## src/rtl/axi_router_pkg.sv

```systemverilog
// Shared definitions for the AXI response router: slave address map,
// FSM state encodings and AXI response codes.
package axi_router_pkg;

    // Largest number of decoded slaves the map tables can describe.
    localparam int NUM_S_MAX = 15;

    // Width of the entries in the address map tables.
    localparam int MAP_W = 32;

    localparam logic [1:0] RESP_OKAY   = 2'b00;
    localparam logic [1:0] RESP_DECERR = 2'b11;

    // Slave windows: a slave claims an address when (addr & MASK) == BASE.
    // Slaves 4 and 5 overlap on 0x40xx_xxxx; the lower index takes it.
    // 0xFxxx_xxxx is never claimed and always falls to the default slave.
    localparam logic [MAP_W-1:0] SLAVE_BASE [NUM_S_MAX] = '{
        32'h0000_0000, 32'h1000_0000, 32'h2000_0000, 32'h3000_0000,
        32'h4000_0000, 32'h4000_0000, 32'h6000_0000, 32'h7000_0000,
        32'h8000_0000, 32'h9000_0000, 32'hA000_0000, 32'hB000_0000,
        32'hC000_0000, 32'hD000_0000, 32'hE000_0000
    };

    localparam logic [MAP_W-1:0] SLAVE_MASK [NUM_S_MAX] = '{
        32'hF000_0000, 32'hF000_0000, 32'hF000_0000, 32'hF000_0000,
        32'hFF00_0000, 32'hF000_0000, 32'hF000_0000, 32'hF000_0000,
        32'hF000_0000, 32'hF000_0000, 32'hF000_0000, 32'hF000_0000,
        32'hF000_0000, 32'hF000_0000, 32'hF000_0000
    };

    // Read FSM encodings.
    localparam logic [1:0] R_IDLE = 2'd0;
    localparam logic [1:0] R_ADDR = 2'd1;
    localparam logic [1:0] R_DATA = 2'd2;
    localparam logic [1:0] R_DS   = 2'd3;

    // Write FSM encodings.
    localparam logic [2:0] W_IDLE    = 3'd0;
    localparam logic [2:0] W_ADDR    = 3'd1;
    localparam logic [2:0] W_DATA    = 3'd2;
    localparam logic [2:0] W_RESP    = 3'd3;
    localparam logic [2:0] W_DS_DATA = 3'd4;
    localparam logic [2:0] W_DS_RESP = 3'd5;

    // True when slave idx's window claims the address.
    function automatic logic addr_match(input logic [MAP_W-1:0] addr, input int idx);
        return (addr & SLAVE_MASK[idx]) == SLAVE_BASE[idx];
    endfunction

endpackage

```

## src/rtl/axi_addr_decoder.sv

```systemverilog
// Address decoder: maps an address onto a one-hot slave select using the
// shared address map. No hit means the default slave owns the access.
module axi_addr_decoder
    import axi_router_pkg::*;
#(
    parameter int NUM_S  = 6,
    parameter int ADDR_W = 32
) (
    input  logic [ADDR_W-1:0] addr_i,
    output logic [NUM_S-1:0]  sel_o,
    output logic              hit_o
);

    logic [MAP_W-1:0] addr_map;

    assign addr_map = MAP_W'(addr_i);

    // Priority match: the lowest-index window that claims the address wins.
    always_comb begin
        // NOTE: every output is given a default before any branch, so no path leaves it unassigned and no latch is inferred.
        sel_o = '0;
        hit_o = 1'b0;
        for (int i = 0; i < NUM_S; i++) begin
            if (!hit_o && addr_match(addr_map, i)) begin
                sel_o[i] = 1'b1;
                hit_o    = 1'b1;
            end
        end
    end

endmodule

```

## src/rtl/axi_resp_router.sv

```systemverilog
// AXI response router: decodes AR/AW addresses onto NUM_S slaves, drives the
// one-hot selects for the master-to-slave mux, mirrors the selected slave's
// R/B channels back to the master, and answers unmapped accesses with DECERR.
module axi_resp_router
    import axi_router_pkg::*;
#(
    parameter int NUM_S  = 6,
    parameter int ID_W   = 8,
    parameter int DATA_W = 32,
    parameter int ADDR_W = 32
) (
    input  logic                    ACLK,
    input  logic                    ARESET,
    input  logic [ADDR_W-1:0]       ARADDR,
    input  logic [ID_W-1:0]         ARID,
    input  logic [7:0]              ARLEN,
    input  logic                    ARVALID,
    input  logic [ADDR_W-1:0]       AWADDR,
    input  logic [ID_W-1:0]         AWID,
    input  logic                    AWVALID,
    input  logic                    WVALID,
    input  logic                    WLAST,
    input  logic                    RREADY,
    input  logic                    BREADY,
    input  logic [NUM_S*ID_W-1:0]   RID_S,
    input  logic [NUM_S*DATA_W-1:0] RDATA_S,
    input  logic [NUM_S*2-1:0]      RRESP_S,
    input  logic [NUM_S-1:0]        RLAST_S,
    input  logic [NUM_S-1:0]        RVALID_S,
    input  logic [NUM_S*ID_W-1:0]   BID_S,
    input  logic [NUM_S*2-1:0]      BRESP_S,
    input  logic [NUM_S-1:0]        BVALID_S,
    input  logic [NUM_S-1:0]        ARREADY_S,
    input  logic [NUM_S-1:0]        AWREADY_S,
    input  logic [NUM_S-1:0]        WREADY_S,
    output logic [ID_W-1:0]         RID,
    output logic [DATA_W-1:0]       RDATA,
    output logic [1:0]              RRESP,
    output logic                    RLAST,
    output logic                    RVALID,
    output logic [ID_W-1:0]         BID,
    output logic [1:0]              BRESP,
    output logic                    BVALID,
    output logic                    ARREADY,
    output logic                    AWREADY,
    output logic                    WREADY,
    output logic [NUM_S-1:0]        AR_SEL,
    output logic [NUM_S-1:0]        AW_SEL,
    output logic [NUM_S-1:0]        W_SEL
);

    // Decoded address phases
    logic [NUM_S-1:0] ar_dec_sel;
    logic             ar_dec_hit;
    logic [NUM_S-1:0] aw_dec_sel;
    logic             aw_dec_hit;

    // Read channel state
    logic [1:0]       r_state_q,  r_state_d;
    logic [NUM_S-1:0] ar_tgt_q,   ar_tgt_d;
    logic             ar_ds_q,    ar_ds_d;
    logic [ID_W-1:0]  arid_q,     arid_d;
    logic [7:0]       arlen_q,    arlen_d;
    logic [7:0]       r_cnt_q,    r_cnt_d;

    // Write channel state
    logic [2:0]       w_state_q,  w_state_d;
    logic [NUM_S-1:0] aw_tgt_q,   aw_tgt_d;
    logic             aw_ds_q,    aw_ds_d;
    logic [ID_W-1:0]  awid_q,     awid_d;

    axi_addr_decoder #(
        .NUM_S  (NUM_S),
        .ADDR_W (ADDR_W)
    ) u_ar_dec (
        .addr_i (ARADDR),
        .sel_o  (ar_dec_sel),
        .hit_o  (ar_dec_hit)
    );

    axi_addr_decoder #(
        .NUM_S  (NUM_S),
        .ADDR_W (ADDR_W)
    ) u_aw_dec (
        .addr_i (AWADDR),
        .sel_o  (aw_dec_sel),
        .hit_o  (aw_dec_hit)
    );

    // Read FSM next state: capture target/ID/length in idle, then sequence the burst.
    always_comb begin
        r_state_d = r_state_q;
        ar_tgt_d  = ar_tgt_q;
        ar_ds_d   = ar_ds_q;
        arid_d    = arid_q;
        arlen_d   = arlen_q;
        r_cnt_d   = r_cnt_q;
        case (r_state_q)
            R_IDLE: begin
                if (ARVALID) begin
                    r_state_d = R_ADDR;
                    ar_tgt_d  = ar_dec_sel;
                    ar_ds_d   = !ar_dec_hit;
                    arid_d    = ARID;
                    arlen_d   = ARLEN;
                    r_cnt_d   = '0;
                end
            end
            R_ADDR: begin
                if (ARVALID && ARREADY) begin
                    r_state_d = ar_ds_q ? R_DS : R_DATA;
                end
            end
            R_DATA: begin
                if (RVALID && RREADY && RLAST) begin
                    r_state_d = R_IDLE;
                end
            end
            R_DS: begin
                // Counter runs 0..ARLEN and is compared, never wrapped, so ARLEN=255 gives 256 beats.
                if (RREADY) begin
                    if (r_cnt_q == arlen_q) begin
                        r_state_d = R_IDLE;
                        r_cnt_d   = '0;
                    end else begin
                        r_cnt_d = r_cnt_q + 8'd1;
                    end
                end
            end
            default: r_state_d = R_IDLE;
        endcase
    end

    // Read outputs: selects/ready in address phase, mirrored or DECERR beats in data phase.
    always_comb begin
        AR_SEL  = '0;
        ARREADY = 1'b0;
        RID     = '0;
        RDATA   = '0;
        RRESP   = '0;
        RLAST   = 1'b0;
        RVALID  = 1'b0;
        case (r_state_q)
            R_ADDR: begin
                AR_SEL  = ar_tgt_q;
                ARREADY = ar_ds_q ? 1'b1 : |(ARREADY_S & ar_tgt_q);
            end
            R_DATA: begin
                for (int i = 0; i < NUM_S; i++) begin
                    if (ar_tgt_q[i]) begin
                        RID    = RID_S[i*ID_W +: ID_W];
                        RDATA  = RDATA_S[i*DATA_W +: DATA_W];
                        RRESP  = RRESP_S[i*2 +: 2];
                        RLAST  = RLAST_S[i];
                        RVALID = RVALID_S[i];
                    end
                end
            end
            R_DS: begin
                RVALID = 1'b1;
                RRESP  = RESP_DECERR;
                RID    = arid_q;
                RLAST  = (r_cnt_q == arlen_q);
            end
            default: ;
        endcase
    end

    // Write FSM next state: capture target/ID in idle, then address, data, response.
    always_comb begin
        w_state_d = w_state_q;
        aw_tgt_d  = aw_tgt_q;
        aw_ds_d   = aw_ds_q;
        awid_d    = awid_q;
        case (w_state_q)
            W_IDLE: begin
                if (AWVALID) begin
                    w_state_d = W_ADDR;
                    aw_tgt_d  = aw_dec_sel;
                    aw_ds_d   = !aw_dec_hit;
                    awid_d    = AWID;
                end
            end
            W_ADDR: begin
                if (AWVALID && AWREADY) begin
                    w_state_d = aw_ds_q ? W_DS_DATA : W_DATA;
                end
            end
            W_DATA: begin
                if (WVALID && WREADY && WLAST) begin
                    w_state_d = W_RESP;
                end
            end
            W_RESP: begin
                if (BVALID && BREADY) begin
                    w_state_d = W_IDLE;
                end
            end
            W_DS_DATA: begin
                if (WVALID && WLAST) begin
                    w_state_d = W_DS_RESP;
                end
            end
            W_DS_RESP: begin
                if (BREADY) begin
                    w_state_d = W_IDLE;
                end
            end
            default: w_state_d = W_IDLE;
        endcase
    end

    // Write outputs: selects/readies per phase, mirrored or DECERR write response.
    always_comb begin
        AW_SEL  = '0;
        AWREADY = 1'b0;
        W_SEL   = '0;
        WREADY  = 1'b0;
        BID     = '0;
        BRESP   = '0;
        BVALID  = 1'b0;
        case (w_state_q)
            W_ADDR: begin
                AW_SEL  = aw_tgt_q;
                AWREADY = aw_ds_q ? 1'b1 : |(AWREADY_S & aw_tgt_q);
            end
            W_DATA: begin
                W_SEL  = aw_tgt_q;
                WREADY = |(WREADY_S & aw_tgt_q);
            end
            W_RESP: begin
                for (int i = 0; i < NUM_S; i++) begin
                    if (aw_tgt_q[i]) begin
                        BID    = BID_S[i*ID_W +: ID_W];
                        BRESP  = BRESP_S[i*2 +: 2];
                        BVALID = BVALID_S[i];
                    end
                end
            end
            W_DS_DATA: begin
                WREADY = 1'b1;
            end
            W_DS_RESP: begin
                BVALID = 1'b1;
                BRESP  = RESP_DECERR;
                BID    = awid_q;
            end
            default: ;
        endcase
    end

    // State registers for both channels; reset abandons any burst in flight.
    always_ff @(posedge ACLK or posedge ARESET) begin
        if (ARESET) begin
            r_state_q <= R_IDLE;
            ar_tgt_q  <= '0;
            ar_ds_q   <= 1'b0;
            arid_q    <= '0;
            arlen_q   <= '0;
            r_cnt_q   <= '0;
            w_state_q <= W_IDLE;
            aw_tgt_q  <= '0;
            aw_ds_q   <= 1'b0;
            awid_q    <= '0;
        end else begin
            // NOTE: non-blocking assignments here so every register samples pre-edge values regardless of statement order.
            r_state_q <= r_state_d;
            ar_tgt_q  <= ar_tgt_d;
            ar_ds_q   <= ar_ds_d;
            arid_q    <= arid_d;
            arlen_q   <= arlen_d;
            r_cnt_q   <= r_cnt_d;
            w_state_q <= w_state_d;
            aw_tgt_q  <= aw_tgt_d;
            aw_ds_q   <= aw_ds_d;
            awid_q    <= awid_d;
        end
    end

endmodule
```

## config.mk

```make
export PLATFORM = sky130hd
export DESIGN_NAME = axi_resp_router
export DESIGN_NICKNAME = d
export VERILOG_FILES = /design/src/rtl/axi_router_pkg.sv /design/src/rtl/axi_addr_decoder.sv /design/src/rtl/axi_resp_router.sv
export SDC_FILE = /design/constraint.sdc
export NUM_CORES = 1
export LEC_CHECK = 0
export ABC_AREA = 1
export CORE_AREA = 2 2 204 206
export DETAILED_ROUTE_END_ITERATION = 6
export DIE_AREA = 0 0 206 208
export SLEW_MARGIN = 10
export SYNTH_ARGS = -nofsm -noshare
export SYNTH_HDL_FRONTEND = slang
export SYNTH_SLANG_ARGS = --single-unit
```

## constraint.sdc

```tcl
create_clock -name ACLK -period 2.8 [get_ports ACLK]
set_input_delay 0.42 -clock ACLK [delete_from_list [all_inputs] [get_ports ACLK]]
set_output_delay 0.42 -clock ACLK [all_outputs]
set_load 0.05 [all_outputs]
```

==> run summary, run 1 <==
The worst setup skew after layout came out at 0.005207 ns. In the final timing run, aggregate negative setup slack is 0 ns. The end-of-flow core utilization was 0.2915; the hold violation count in the final report was 0.

The count of buffers inserted at the top-level ports is 471, and the number of setup buffers added after CTS is 0. For the initial antenna violation count, the log shows 7. CTS root buffer: sky130_fd_sc_hd__clkbuf_16.

Ratio of cells with drive above 1 in the final layout: 0.09675. The share of async-settable or async-resettable flops after synthesis is 1.000. For the number of nets in the synthesized netlist, the log shows 1,438.

For the number of slew-limit violations in the final report, the log shows 0. STA classifies the critical path startpoint as a flip-flop. STA classifies the critical path endpoint as a primary output. The aggregate global-route resource usage is 0.1453.

520 I/O pins were placed. The sequential cell area fraction in the yosys report is 0.2262. The critical-path maximum fanout was 5; the clock period minus worst slack was 2.637 ns. For this run, the leading register cell type out of synthesis is sky130_fd_sc_hd__dfrtp_1.

The core region is 40,550 um2. Entering global routing, the biggest net connects 47 pins. Endpoint of the worst hold-timing path: awid_q[2]$_DFFE_PP0P_. Yosys mapped a number of flops with a built-in enable equal to 0.

In this run the power density over the cells is 611.3 nW/um2. The die covers 42,850 um2. For the headroom to the max-slew limit, the log shows 0.5641. The most common cell type on the critical path was sky130_fd_sc_hd__nand2_1. After legalization and detailed placement, the total HPWL measured 27,470 um. The clock input transition at the sequential cells of the worst setup and hold paths is 0.07 ns, and the worst IR drop on VDD is 0.5800 mV. The mux share of post-synthesis cell area was 0.01242; the slack of the worst reg-to-reg path was 0.91 ns. In the final routed layout, each cell accounts on average for 16.83 um.

The remaining global-route overflow is 0. For this run, the post-layout net count is 1,891. The end of the worst register-to-register path was r_state_q[1]$_DFFE_PP0P_.

The number of vias per cell after detailed routing works out to 4.264. For the count of max-cap constraint violations, the log shows 0. Based on the critical path, the design can be clocked at up to 0.3792 GHz. The top-area cell type share of the netlist area is 0.2355. The library cells used most frequently in the layout, excluding fill and tap cells, are 408 x sky130_fd_sc_hd__clkdlybuf4s50_1, 354 x sky130_fd_sc_hd__nand2_1, 114 x sky130_fd_sc_hd__nor2_1, 103 x sky130_fd_sc_hd__o21ai_0, 87 x sky130_fd_sc_hd__a21oi_1. The H-tree was split into 2 levels. The routed design has 33,400 um of wire. For this run, design rule violations remaining after detail routing come to 0. The run gives 993 as the synthesized instance count.

The top cell type by total area after synthesis is sky130_fd_sc_hd__nand2_1. The flip-flop and latch count after synthesis is 51, and the height of the die is 208 um. The clock reaches the later pin of the worst-skew pair after 0.30 ns.

The routability-driven placement congestion ratio is 0.9232, and the violation count after the first detailed-route iteration is 630. The effective utilization at floorplan is 0.1391, and the die span in x is 206 um. The total setup violations reported at the end of the flow was 0.

The via count of the first global-routing pass was 8,132. Data on the critical path is required at its endpoint by 2.38 ns. The count of distinct cell types in the synthesized netlist was 42. The final clock period utilization by the worst path is 0.9418, and the longest individual stage delay on the worst path is 0.46 ns. Summing over every cut layer, the via total after detailed routing is 8,459. The tools report the startpoint of the most critical register-to-register path as ar_tgt_q[1]$_DFFE_PP0P_. Counting instances, the worst hold path has a depth of 2. Averaged over all synthesized cells, the footprint is 5.681 um2. In this run the deepest clock path goes through 2 buffers. The first global-routing pass estimated 47,960 um of wire. For this design, the sink count on the clock tree is 51. The startpoint identified for the worst hold timing path is awid_q[2]$_DFFE_PP0P_. The slowest stage of the critical path is the sky130_fd_sc_hd__dfrtp_1 cell. The post-detailed-route count of antenna-violating nets is 0. Leaving out fill and tap cells, the most frequent cell in the layout is sky130_fd_sc_hd__clkdlybuf4s50_1. Critical path class: reg -> out. The fraction of the mapped netlist area in compound gates is 0.2644. The run gives 74 as the cell row count. For the pin with the worst max-slew slack, the measured transition is 0.6529 ns.

The share of synthesized cell area in and, or, nand and nor gates works out to 0.3961. The static leakage was 4.760 nW; the area growth from synthesis to final layout was 109.5%. Setup repair after global routing left no endpoint under its margin. TritonCTS built the clock tree. The xor/xnor cell area share of the yosys netlist works out to 0.01863. The run finished with clean final reports. Counting the fill cells in the layout gives 4,473. Ranked by total cell area, the synthesized netlist is headed by sky130_fd_sc_hd__nand2_1 24%, sky130_fd_sc_hd__dfrtp_1 23%, sky130_fd_sc_hd__o21ai_0 9.3%. Number of cells on the worst reg-to-reg path: 14. Walking the worst path, the cells encountered are inv_1, nor2_2, a22oi_1, o21ai_0, o211ai_1, a21oi_1, nand2_1, nand2_1, buf_12.

After synthesis, the largest family of logic cells by area is simple AND/OR/NAND/NOR gates. The Yosys step of the flow raised 0 warnings. Power comes to 7.226 mW. The first detailed-routing pass ran for 5 iterations. The run gives 5 as the number of clock buffers inserted by TritonCTS. The min-delay analysis places its worst path in the category reg -> reg. The synthesized netlist occupies a cell area of 5642 um2. The endpoint arrival time on the critical path is 2.22 ns, and the post-synthesis adder-cell area fraction is 0.002218.
[cell families (layout without fill, tap and decap cells)]
family / Yosys count / after routing
AO/OA/AOI/OAI: 269 / 269
XOR/XNOR: 12 / 12
adder cells (fa/ha/maj): 1 / 1
buffers and inverters: 108 / 561
flip-flops: 51 / 51
multiplexers: 7 / 7
other: 0 / 5
AND/OR/NAND/NOR: 545 / 546
[layout make-up]
cell class | instances | area (um2) | share of cell area
antenna | 5 | 12.51 | 0.001058
clock buffer | 5 | 125.1 | 0.01058
clock inverter | 3 | 23.77 | 0.002011
inverter | 41 | 153.9 | 0.01302
multi-input combinational | 835 | 3928 | 0.3322
sequential | 51 | 1281 | 0.1084
tap | 532 | 665.6 | 0.05631
timing repair buffer | 512 | 5632 | 0.4764
[per-layer routing]
layer | GRT usage | part of all wire
met1 | 0.1817 | 0.42
met2 | 0.2476 | 0.48
met3 | 0.03665 | 0.085
met4 | 0.03571 | 0.017
met5 | 0 | 0.0012
[stage by stage]
stage | std cells | cell area, um2 | hold slack, ns | worst slack (ns)
2_1_floorplan | 993 | 5642 | 0.4422 | 0.1751
3_3_place_gp | 1970 | 11640 | 0.4566 | 0.2829
3_5_place_dp | 1970 | 11640 | 0.4596 | 0.2972
4_1_cts | 1978 | 11790 | 0.4772 | 0.03280
5_1_grt | 1983 | 11820 | 0.5021 | 0.01825
6_report | 1984 | 11820 | 0.4735 | 0.1630
[worst max-delay path, delay by kind of cell, from the launching register on]
| kind | cells | cell delay, ns |
|---|---|---|
| flops | 1 | 0.46 |
| compound gates | 4 | 0.70 |
| buf+inv | 2 | 0.30 |
| simple gates | 3 | 0.44 |
[state kept, by name, indices dropped and copies added (netlist names)]
signal and flops:
ar_tgt_q 6, r_cnt_q 8, arid_q 8, arlen_q 8, ar_ds_q 1, aw_ds_q 1
aw_tgt_q 6, awid_q 8, w_state_q 3, r_state_q 2
[where the power goes]
| group | switching [mW] | internal (mW) | total [mW] |
|---|---|---|---|
| Sequential | 0.214 | 0.990 | 1.20 |
| Clock | 0.305 | 0.335 | 0.641 |
| Combinational | 3.12 | 2.26 | 5.38 |
| Total | 3.64 | 3.59 | 7.23 |
[worst max path at each step]
| stage | from | to | slack [ns] | depth (start not counted) |
|---|---|---|---|---|
| final | aw_tgt_q[0]$_DFFE_PP0P_ | BID[5] | 0.16 | 9 |
| after global routing | ar_tgt_q[0]$_DFFE_PP0P_ | RID[4] | 0.02 | 12 |
| after CTS | aw_tgt_q[1]$_DFFE_PP0P_ | BID[6] | 0.03 | 7 |
| after detailed placement | ar_tgt_q[0]$_DFFE_PP0P_ | RID[4] | 0.30 | 12 |
| after global placement | BID_S[14] | BID[6] | 0.28 | 9 |
| after floorplan | aw_tgt_q[1]$_DFFE_PP0P_ | BID[6] | 0.18 | 7 |
[synth_stat cells (all sizes together) (4+ instances only)]
cell type	instances
nand2	357
nor2	121
o21ai	107
a21oi	88
dfrtp	51
nand3	46
a31oi	40
inv	40
buf	36
clkbuf	31
o211ai	12
nand4	11
a22oi	10
xnor2	8
mux2i	7
nor3	4
o22ai	4
xor2	4
[repair_timing]
action | 4_1_cts | 5_1_grt
hold buffers | 0 | 0
resized for setup | 2 | 5
pin swaps | 0 | 1
setup endpoints to repair | 1 | 13
gates cloned | 0 | 1
Note: power is estimated with default switching activity, not from simulation.
==> run 2, diff against run 1 <==
--- a/config.mk
+++ b/config.mk
@@ -7,6 +7,7 @@
 export LEC_CHECK = 0
 export ABC_AREA = 1
 export CORE_AREA = 2 2 204 206
+export CTS_CLUSTER_DIAMETER = 150
 export DETAILED_ROUTE_END_ITERATION = 6
 export DIE_AREA = 0 0 206 208
 export SLEW_MARGIN = 10
==> results of run 2 <==
No change in the layout: final DEF, timing and power equal those of run 1.
